--- src/rtl/mux_select_sequencer.sv ---
// mux_select_sequencer: sel/enable/anode generator for the 4:1 display mux.
// Scan, manual step, hold or off, with output blanking around every sel change.
module mux_select_sequencer #(
    parameter int TICK_DIV        = 100000,
    parameter int BLANK_CYCLES    = 16,
    parameter int DEBOUNCE_CYCLES = 1000000
) (
    input  logic       clk,
    input  logic       reset,
    input  logic [1:0] mode,
    input  logic       step_btn,
    output logic [1:0] sel,
    output logic [3:0] enable,
    output logic [3:0] an,
    output logic       slot_tick
);

    localparam int PW = $clog2(TICK_DIV) + 1;
    localparam int BW = $clog2(BLANK_CYCLES) + 1;
    localparam int DW = $clog2(DEBOUNCE_CYCLES) + 1;

    localparam logic [1:0] ST_OFF  = 2'd0;
    localparam logic [1:0] ST_SCAN = 2'd1;
    localparam logic [1:0] ST_STEP = 2'd2;
    localparam logic [1:0] ST_HOLD = 2'd3;

    localparam logic [PW-1:0] PRESC_LAST = PW'(TICK_DIV - 1);
    localparam logic [BW-1:0] BLANK_LOAD = BW'(BLANK_CYCLES);
    localparam logic [DW-1:0] DEB_LAST   = DW'(DEBOUNCE_CYCLES - 1);

    logic [1:0]    state;
    logic [1:0]    state_nxt;
    logic [PW-1:0] presc;
    logic [PW-1:0] presc_nxt;
    logic [BW-1:0] blank;
    logic [BW-1:0] blank_nxt;
    logic [1:0]    sel_nxt;
    logic [3:0]    an_nxt;
    logic          advance;
    logic          drive;
    logic          is_off;
    logic          is_scan;
    logic          is_step;
    logic          is_hold;

    logic          sync1;
    logic          sync2;
    logic          deb;
    logic          deb_q;
    logic          step_evt;
    logic [DW-1:0] deb_cnt;

    always_comb begin
        state_nxt = ST_OFF;
        unique case (mode)
            2'b00: state_nxt = ST_OFF;
            2'b01: state_nxt = ST_SCAN;
            2'b10: state_nxt = ST_STEP;
            2'b11: state_nxt = ST_HOLD;
            default: state_nxt = ST_OFF;
        endcase
    end

    assign is_off  = (state == ST_OFF);
    assign is_scan = (state == ST_SCAN);
    assign is_step = (state == ST_STEP);
    assign is_hold = (state == ST_HOLD);

    // The current state picks this cycle's action; a new mode acts one cycle later.
    always_comb begin
        presc_nxt = presc;
        advance   = 1'b0;
        unique case (1'b1)
            is_scan: begin
                if (presc == PRESC_LAST) begin
                    presc_nxt = '0;
                    advance   = 1'b1;
                end else begin
                    presc_nxt = presc + PW'(1);
                end
            end
            is_step: advance = step_evt;
            is_hold: presc_nxt = presc;
            is_off:  presc_nxt = presc;
            default: presc_nxt = presc;
        endcase
        if (!is_scan && state_nxt == ST_SCAN) begin
            presc_nxt = '0;
        end
    end

    always_comb begin
        sel_nxt   = advance ? sel + 2'd1 : sel;
        blank_nxt = '0;
        if (advance) begin
            blank_nxt = BLANK_LOAD;
        end else if (blank != '0) begin
            blank_nxt = blank - BW'(1);
        end
        drive  = !is_off && (blank_nxt == '0);
        an_nxt = drive ? ~(4'b0001 << sel_nxt) : 4'hF;
    end

    always_ff @(posedge clk) begin
        if (reset) begin
            state     <= ST_OFF;
            presc     <= '0;
            blank     <= '0;
            sel       <= '0;
            enable    <= 4'h0;
            an        <= 4'hF;
            slot_tick <= 1'b0;
        end else begin
            state     <= state_nxt;
            presc     <= presc_nxt;
            blank     <= blank_nxt;
            sel       <= sel_nxt;
            enable    <= drive ? 4'hF : 4'h0;
            an        <= an_nxt;
            slot_tick <= advance;
        end
    end

    // Debounce runs in every state; its rising edge is registered once more as the step event.
    always_ff @(posedge clk) begin
        if (reset) begin
            sync1    <= 1'b0;
            sync2    <= 1'b0;
            deb      <= 1'b0;
            deb_q    <= 1'b0;
            deb_cnt  <= '0;
            step_evt <= 1'b0;
        end else begin
            sync1    <= step_btn;
            sync2    <= sync1;
            deb_q    <= deb;
            step_evt <= deb & ~deb_q;
            if (sync2 == deb) begin
                deb_cnt <= '0;
            end else if (deb_cnt == DEB_LAST) begin
                deb     <= sync2;
                deb_cnt <= '0;
            end else begin
                deb_cnt <= deb_cnt + DW'(1);
            end
        end
    end

endmodule
--- config.mk ---
export PLATFORM = sky130hd
export DESIGN_NAME = mux_select_sequencer
export DESIGN_NICKNAME = d
export VERILOG_FILES = /design/src/rtl/mux_select_sequencer.sv
export SDC_FILE = /design/constraint.sdc
export NUM_CORES = 1
export LEC_CHECK = 0
export CAP_MARGIN = 20
export CORE_MARGIN = 2
export CORE_UTILIZATION = 53
export DETAILED_ROUTE_END_ITERATION = 10
export GPL_TIMING_DRIVEN = 1
export PLACE_DENSITY = 0.75
export SLEW_MARGIN = 25
export SYNTH_ARGS = -nofsm -noshare
export SYNTH_HDL_FRONTEND = slang
export SYNTH_SLANG_ARGS = --single-unit
--- constraint.sdc ---
create_clock -name clk -period 1.77 [get_ports clk]
set_input_delay 0.177 -clock clk [delete_from_list [all_inputs] [get_ports clk]]
set_output_delay 0.177 -clock clk [all_outputs]
set_load 0.01 [all_outputs]
# Word level (Yosys, flattened, before mapping)
# Cells that the tools add are included.
[classes] muxes=8 n_reduce_logical=12 shift=1 eq_ne=9 bitwise=5 addsub=4
[ops] cell="adder 21 x 1 -> 21 bit (second input constant)" n=1
[ops] cell="== test 21 x 20 -> 1 bit (second input constant)" n=1
[ops] cell="adder 18 x 1 -> 18 bit (second input constant)" n=1
[ops] cell="== test 18 x 17 -> 1 bit (second input constant)" n=1
[ops] cell="2-to-1 mux 18 bit" n=1
[ops] cell="2-to-1 mux 5 bit" n=2
[ops] cell="one-hot mux 2 bit (4 select lines)" n=1
[ops] cell="== test 2 x 1 -> 1 bit (second input constant)" n=3
[ops] cell="== test 2 bit (second input constant)" n=3
[ops] cell="logical NOT 5 bit" n=1
[ops] cell="nonzero test 5 bit" n=1
[ops] cell="subtractor 5 x 1 -> 5 bit (second input constant)" n=1
[ops] cell="logical NOT 2 bit" n=2
[ops] cell="2-to-1 mux 4 bit" n=1
[ops] cell="NOT 4 bit" n=1
[ops] cell="OR reduction 2 bit" n=2
[ops] cell="<< shifter 1 x 2 -> 4 bit (first input constant)" n=1
[ops] cell="NOT 1 bit" n=3
[ops] cell="OR reduction 3 bit" n=1
[ops] cell="adder 2 x 1 -> 2 bit (second input constant)" n=1
[ops] cell="logical AND 1 bit" n=2
[ops] cell="logical NOT 1 bit" n=2
[ops] cell="2-to-1 mux 2 bit" n=1
[ops] cell="one-hot mux 1 bit (2 select lines)" n=1
[ops] cell="other kinds (4)" n=4
[word_totals] regBits=62 output_inout_bits=11 wordCells=52

# Logic depth before layout (Yosys ltp)
[logic_depth] word_depth=8 depth_mapped=8 mapped_depth_nobuf=6

# Worst setup path before layout
# OpenSTA, ideal clock, no wires.
[synth_timing] path_type="reg2reg" from="register state[1]" to="register sel[1]" path_slack_ps=-100 setup_time_ps=121 path_stages_with_launch=8 path_buffers=1 arrival_time_ps=1749 period_less_slack_ps=1870 path_cell_list="dfxtp_1 > inv_1 > ha_1 > and4_2 > clkbuf_2 > nand4_1 > o21ai_0 > mux2_2"
[synth_via] elab_chain_cells=3 elab_cells_between_ends=4 cone_classes="eq/ne: 2; mux: 2"
[synth_rtl] item="from (decl)" line_no="31" text="logic [1:0] state;"
[synth_rtl] item="from (signal assigned)" line_no="114" text="state <= state_nxt;"
[synth_rtl] item="== test 2 bit / == test 2 x 1 -> 1 bit (equally long branches)" line_no="66, 65"
[synth_rtl] item="one-hot mux 1 bit (2 select lines) *" line_no="73" text="unique case (1'b1)"
[synth_rtl] item="2-to-1 mux 2 bit *" line_no="93" text="sel_nxt = advance ? sel + 2'd1 : sel;"
[synth_rtl] item="to (signal assigned)" line_no="117" text="sel <= sel_nxt;"
[synth_rtl] item="to (decl)" line_no="12" text="output logic [1:0] sel,"
# Mark *: on every way between the ends. The rest lies on a longest branch, timed or not.
# A chain may end at the register's enable or synchronous reset.

# Worst setup path in the final report
[layout_timing] from="register state[1]" to="register presc[13]"
[layout_via] elab_chain_cells=4
[layout_rtl] item="== test 2 x 1 -> 1 bit *" line_no="65" text="assign is_scan = (state == ST_SCAN);"
[layout_rtl] item="logical NOT 1 bit" line_no="87" text="if (!is_scan && state_nxt == ST_SCAN) begin"
[layout_rtl] item="logical AND 1 bit" line_no="87"
[layout_rtl] item="OR reduction 2 bit (no source line)"
[layout_rtl] item="to (signal assigned)" line_no="115" text="presc <= presc_nxt;"
[layout_rtl] item="to (decl)" line_no="33" text="logic [PW-1:0] presc;"
# Marked as above.

==> reports/metrics.csv <==
stage,metric,value,unit
outcome,outcome,"complete, no violations",
cts,Skew-Pair Late Insertion Delay,0.32,ns
setup_path,CP max FO,6,
setup_path,dominant delay contributor by cell family on the critical path,simple AND/OR/NAND/NOR gates,
global_route,global-route track usage on met3,0.0379,
cells_and_area,ratio of cells with drive above 1 in the final layout,0.175,
detailed_routing,per-cell via count in the routed design,5.50,
cts,hold_buf cts,0,
synth,Synth Instances,292,
global_route,remaining global-route overflow,0,
flow_run,Max Cap Violations,0,
pwr,ratio of total power to cell area,1080,nW/µm²
global_route,vias in the first global route,1956,
sta,"Hold Violations, Final",0,
pwr,combinational fraction of design power,0.173,
setup_path,required time worst endpoint,2.02,ns
place,worst slack at placement,0.0246,ns
sta,Max transition margin,0.672,
pwr,fraction of power consumed by sequential logic,0.412,
synth,Post-synth EDFFs,0,
detailed_routing,Initial DRC Count,135,
setup_path,critical path launch point type,register,
die,chip width,74.3,µm
sta,setup skew after layout,0.00654,ns
cells_and_area,Finished Layout Cells,405,
cells_and_area,number of antenna cells inserted,0,
die,floorplan die area,5520,µm²
pwr,net switching power,872,µW
sta,max-slew violations,0,
cells_and_area,layout net count,345,
setup_path,arrival time reported for the critical path endpoint,1.98,ns
cells_and_area,layout filler cell count,381,
setup_path,CP Capture Type,register,
synth,"Cell Area, Synth",2620,µm²
sta,Worst Max-Slew Pin Slew,0.491,ns
synth,synthesis warning total,0,
cts,clock transition at the registers of the reported paths,0.06,ns
detailed_routing,first drt pass iteration count,4,
cts,clock tree from TritonCTS,done,
sta,f_max,0.581,GHz
setup_path,start-to-end type of the worst setup path,reg -> reg,
sta,"Min Clock Period, post-route",1.72,ns
global_route,number of antenna violations at the first check in global routing,0,
global_route,global routing met2 resource utilization,0.323,
place,Post-Place Cells,384,
cts,clock buffers created by TritonCTS,9,
sta,setup-violating endpoint count in the final report,0,
cts,root buffer cell,clkbuf_8,
cts,maximum count of clock buffers along a single path,2,
global_route,Total GRT Usage,0.196,
die,number of top-level pins,16,
synth,async set-or-reset flop fraction in the synthesized netlist,0,
pwr,Internal,2690,µW
die,floorplan row count,25,
detailed_routing,vias,2229,
setup_path,cell breakdown of the critical path,inv_2 -> ha_4 -> nand4_4 -> or4_4 -> or3_1 -> a21oi_1,
place,# port buffers,15,
synth,dominant register cell in the synthesized netlist,dfxtp_1,
detailed_routing,Routed Antenna Nets,0,
sta,post-route clock period utilization,0.972,
detailed_routing,average wire per standard cell,13.1,µm
synth,Post-Syn Area per Cell,8.97,µm²
global_route,first-pass GRT wire length,8.31,mm
pwr,static leakage power,0.00117,µW
min_path,path type of the worst min-delay path,in -> reg,
synth,share of synthesized area occupied by flip-flops and latches,0.451,
synth,"Distinct cells, synth",41,
detailed_routing,number of DRC violations after detailed routing,0,
sta,final critical-path setup slack,0.0487,ns
pwr,switching share of total power,0.244,
die,height of the chip,74.3,µm
cells_and_area,final core occ,0.696,
place,placed wire-length estimate after detailed placement,3.58,mm
synth,syn_nets,304,
die,core region area,4750,µm²
global_route,global-route layer with the greatest usage,met2,
setup_path,Worst path max stage delay,0.50,ns
global_route,M1 GR Usage,0.253,
synth,register bit count reported by yosys,59,
cts,number of sinks handled by clock tree synthesis,59,
pwr,clock share of power,0.415,
place,Final Wtd Congestion,0.828,
cells_and_area,Synth-to-Final Area Change,26.4,%
global_route,maximum number of pins on one net before global-route repair,19,
setup_path,slowest library cell on the worst path,or4_4,
pwr,Peak supply drop,0.000921,V
detailed_routing,Detailed Route WL,5.31,mm
setup_path,buffers plus inverters on the worst setup path,1,
die,starting density of the core,0.551,
cts,H-tree depth,3,
==> cells in the mapped netlist (5+ instances only) <==
| cell type | number | share of area |
|---|---|---|
| a21oi_1 | 18 | 0.034 |
| and2_1 | 5 | 0.012 |
| and3_1 | 5 | 0.012 |
| and4_1 | 6 | 0.020 |
| dfxtp_1 | 59 | 0.45 |
| ha_1 | 7 | 0.033 |
| inv_1 | 9 | 0.013 |
| nand2_1 | 16 | 0.023 |
| nand3_1 | 10 | 0.019 |
| nand4_1 | 18 | 0.043 |
| nor2_1 | 37 | 0.053 |
| nor2b_1 | 8 | 0.019 |
| nor3_1 | 9 | 0.017 |
| o21ai_0 | 10 | 0.019 |
| or3_1 | 9 | 0.021 |
| xnor2_1 | 11 | 0.037 |
| xor2_1 | 14 | 0.047 |
==> flip-flops by register name, indices dropped and copies added (netlist names), 2 cells and up <==
register / count
sel: 2
blank: 5
state: 2
an: 4
presc: 18
deb_cnt: 21
==> repair_timing <==
item | 4_1_cts | 5_1_grt
endpoints found under the setup margin | 0 | 34
buffers inserted | 0 | 5
gates resized for setup | 0 | 17
==> per-layer routing <==
metal	part of all wire	up-vias	wire length (µm)
li1	-	1128	-
met5	0	-	0
met1	0.49	1041	2610
met4	0.014	0	73
met3	0.038	7	203
met2	0.46	53	2420
==> power by group through the flow <==
stage	clock (µW)	combinational, µW	sequential [µW]
3_5_place_dp	0	579	1490
4_1_cts	1500	587	1460
2_1_floorplan	0	393	1490
3_3_place_gp	0	559	1490
6_report	1480	617	1470
5_1_grt	1540	684	1480
==> stage by stage <==
step                TNS, ns  total power, µW  instance area, µm²  hold WS, ns
floorplan                 0             1880                2630        0.305
global placement          0             2050                2970        0.372
detailed placement        0             2070                2970        0.393
CTS                       0             3550                3210        0.392
global route        -0.0213             3710                3310        0.410
finish                    0             3570                3310        0.400
==> kinds of logic after synthesis <==
kind of cell | after synthesis | synth area share
AO/OA/AOI/OAI | 38 | 0.0831
XOR/XNOR | 25 | 0.0836
adder cells (fa/ha/maj) | 7 | 0.0334
buffers and inverters | 18 | 0.0315
flip-flops | 59 | 0.451
multiplexers | 3 | 0.0119
AND/OR/NAND/NOR | 142 | 0.306
==> worst register-to-register path, cell delays in order (launching register included) <==
cell and delay, ns:
dfxtp_1 0.32, inv_2 0.08, ha_4 0.17, nand4_4 0.08
or4_4 0.50, or3_1 0.35, a21oi_1 0.14
==> layout make-up <==
type	count	area, µm²	area share
multi-input cells	215	1440	0.433
flip-flops and latches	59	1180	0.357
repair buffers	39	334	0.101
clock buffers	11	141	0.0427
clock inverters	5	100	0.0302
well taps	67	83.8	0.0253
inverters	9	33.8	0.0102
==> placed cells by master (no fill, tap or decap), types with 8 or more instances in the layout <==
cell type,instances
dfxtp_1,58
nor2_1,37
buf_4,23
nand4_1,18
a21oi_1,17
nand2_1,15
clkdlybuf4s50_1,15
xor2_1,14
xnor2_1,11
nand3_1,10
clkbuf_8,10
nor3_1,9
or3_1,9
inv_1,8
nor2b_1,8
==> final timing paths <==
path	from	slack (ns)	to	depth (start not counted)
max	state[1]$_SDFF_PP0_	0.05	presc[13]$_SDFFE_PP0N_	6
min	step_btn	0.40	sync1$_SDFF_PP0_	2
min reg2reg	deb_q$_SDFF_PP0_	0.41	step_evt$_SDFF_PP0_	1
max reg2reg	state[1]$_SDFF_PP0_	0.05	presc[13]$_SDFFE_PP0N_	6
No activity file was read; power rests on OpenSTA's default activity.
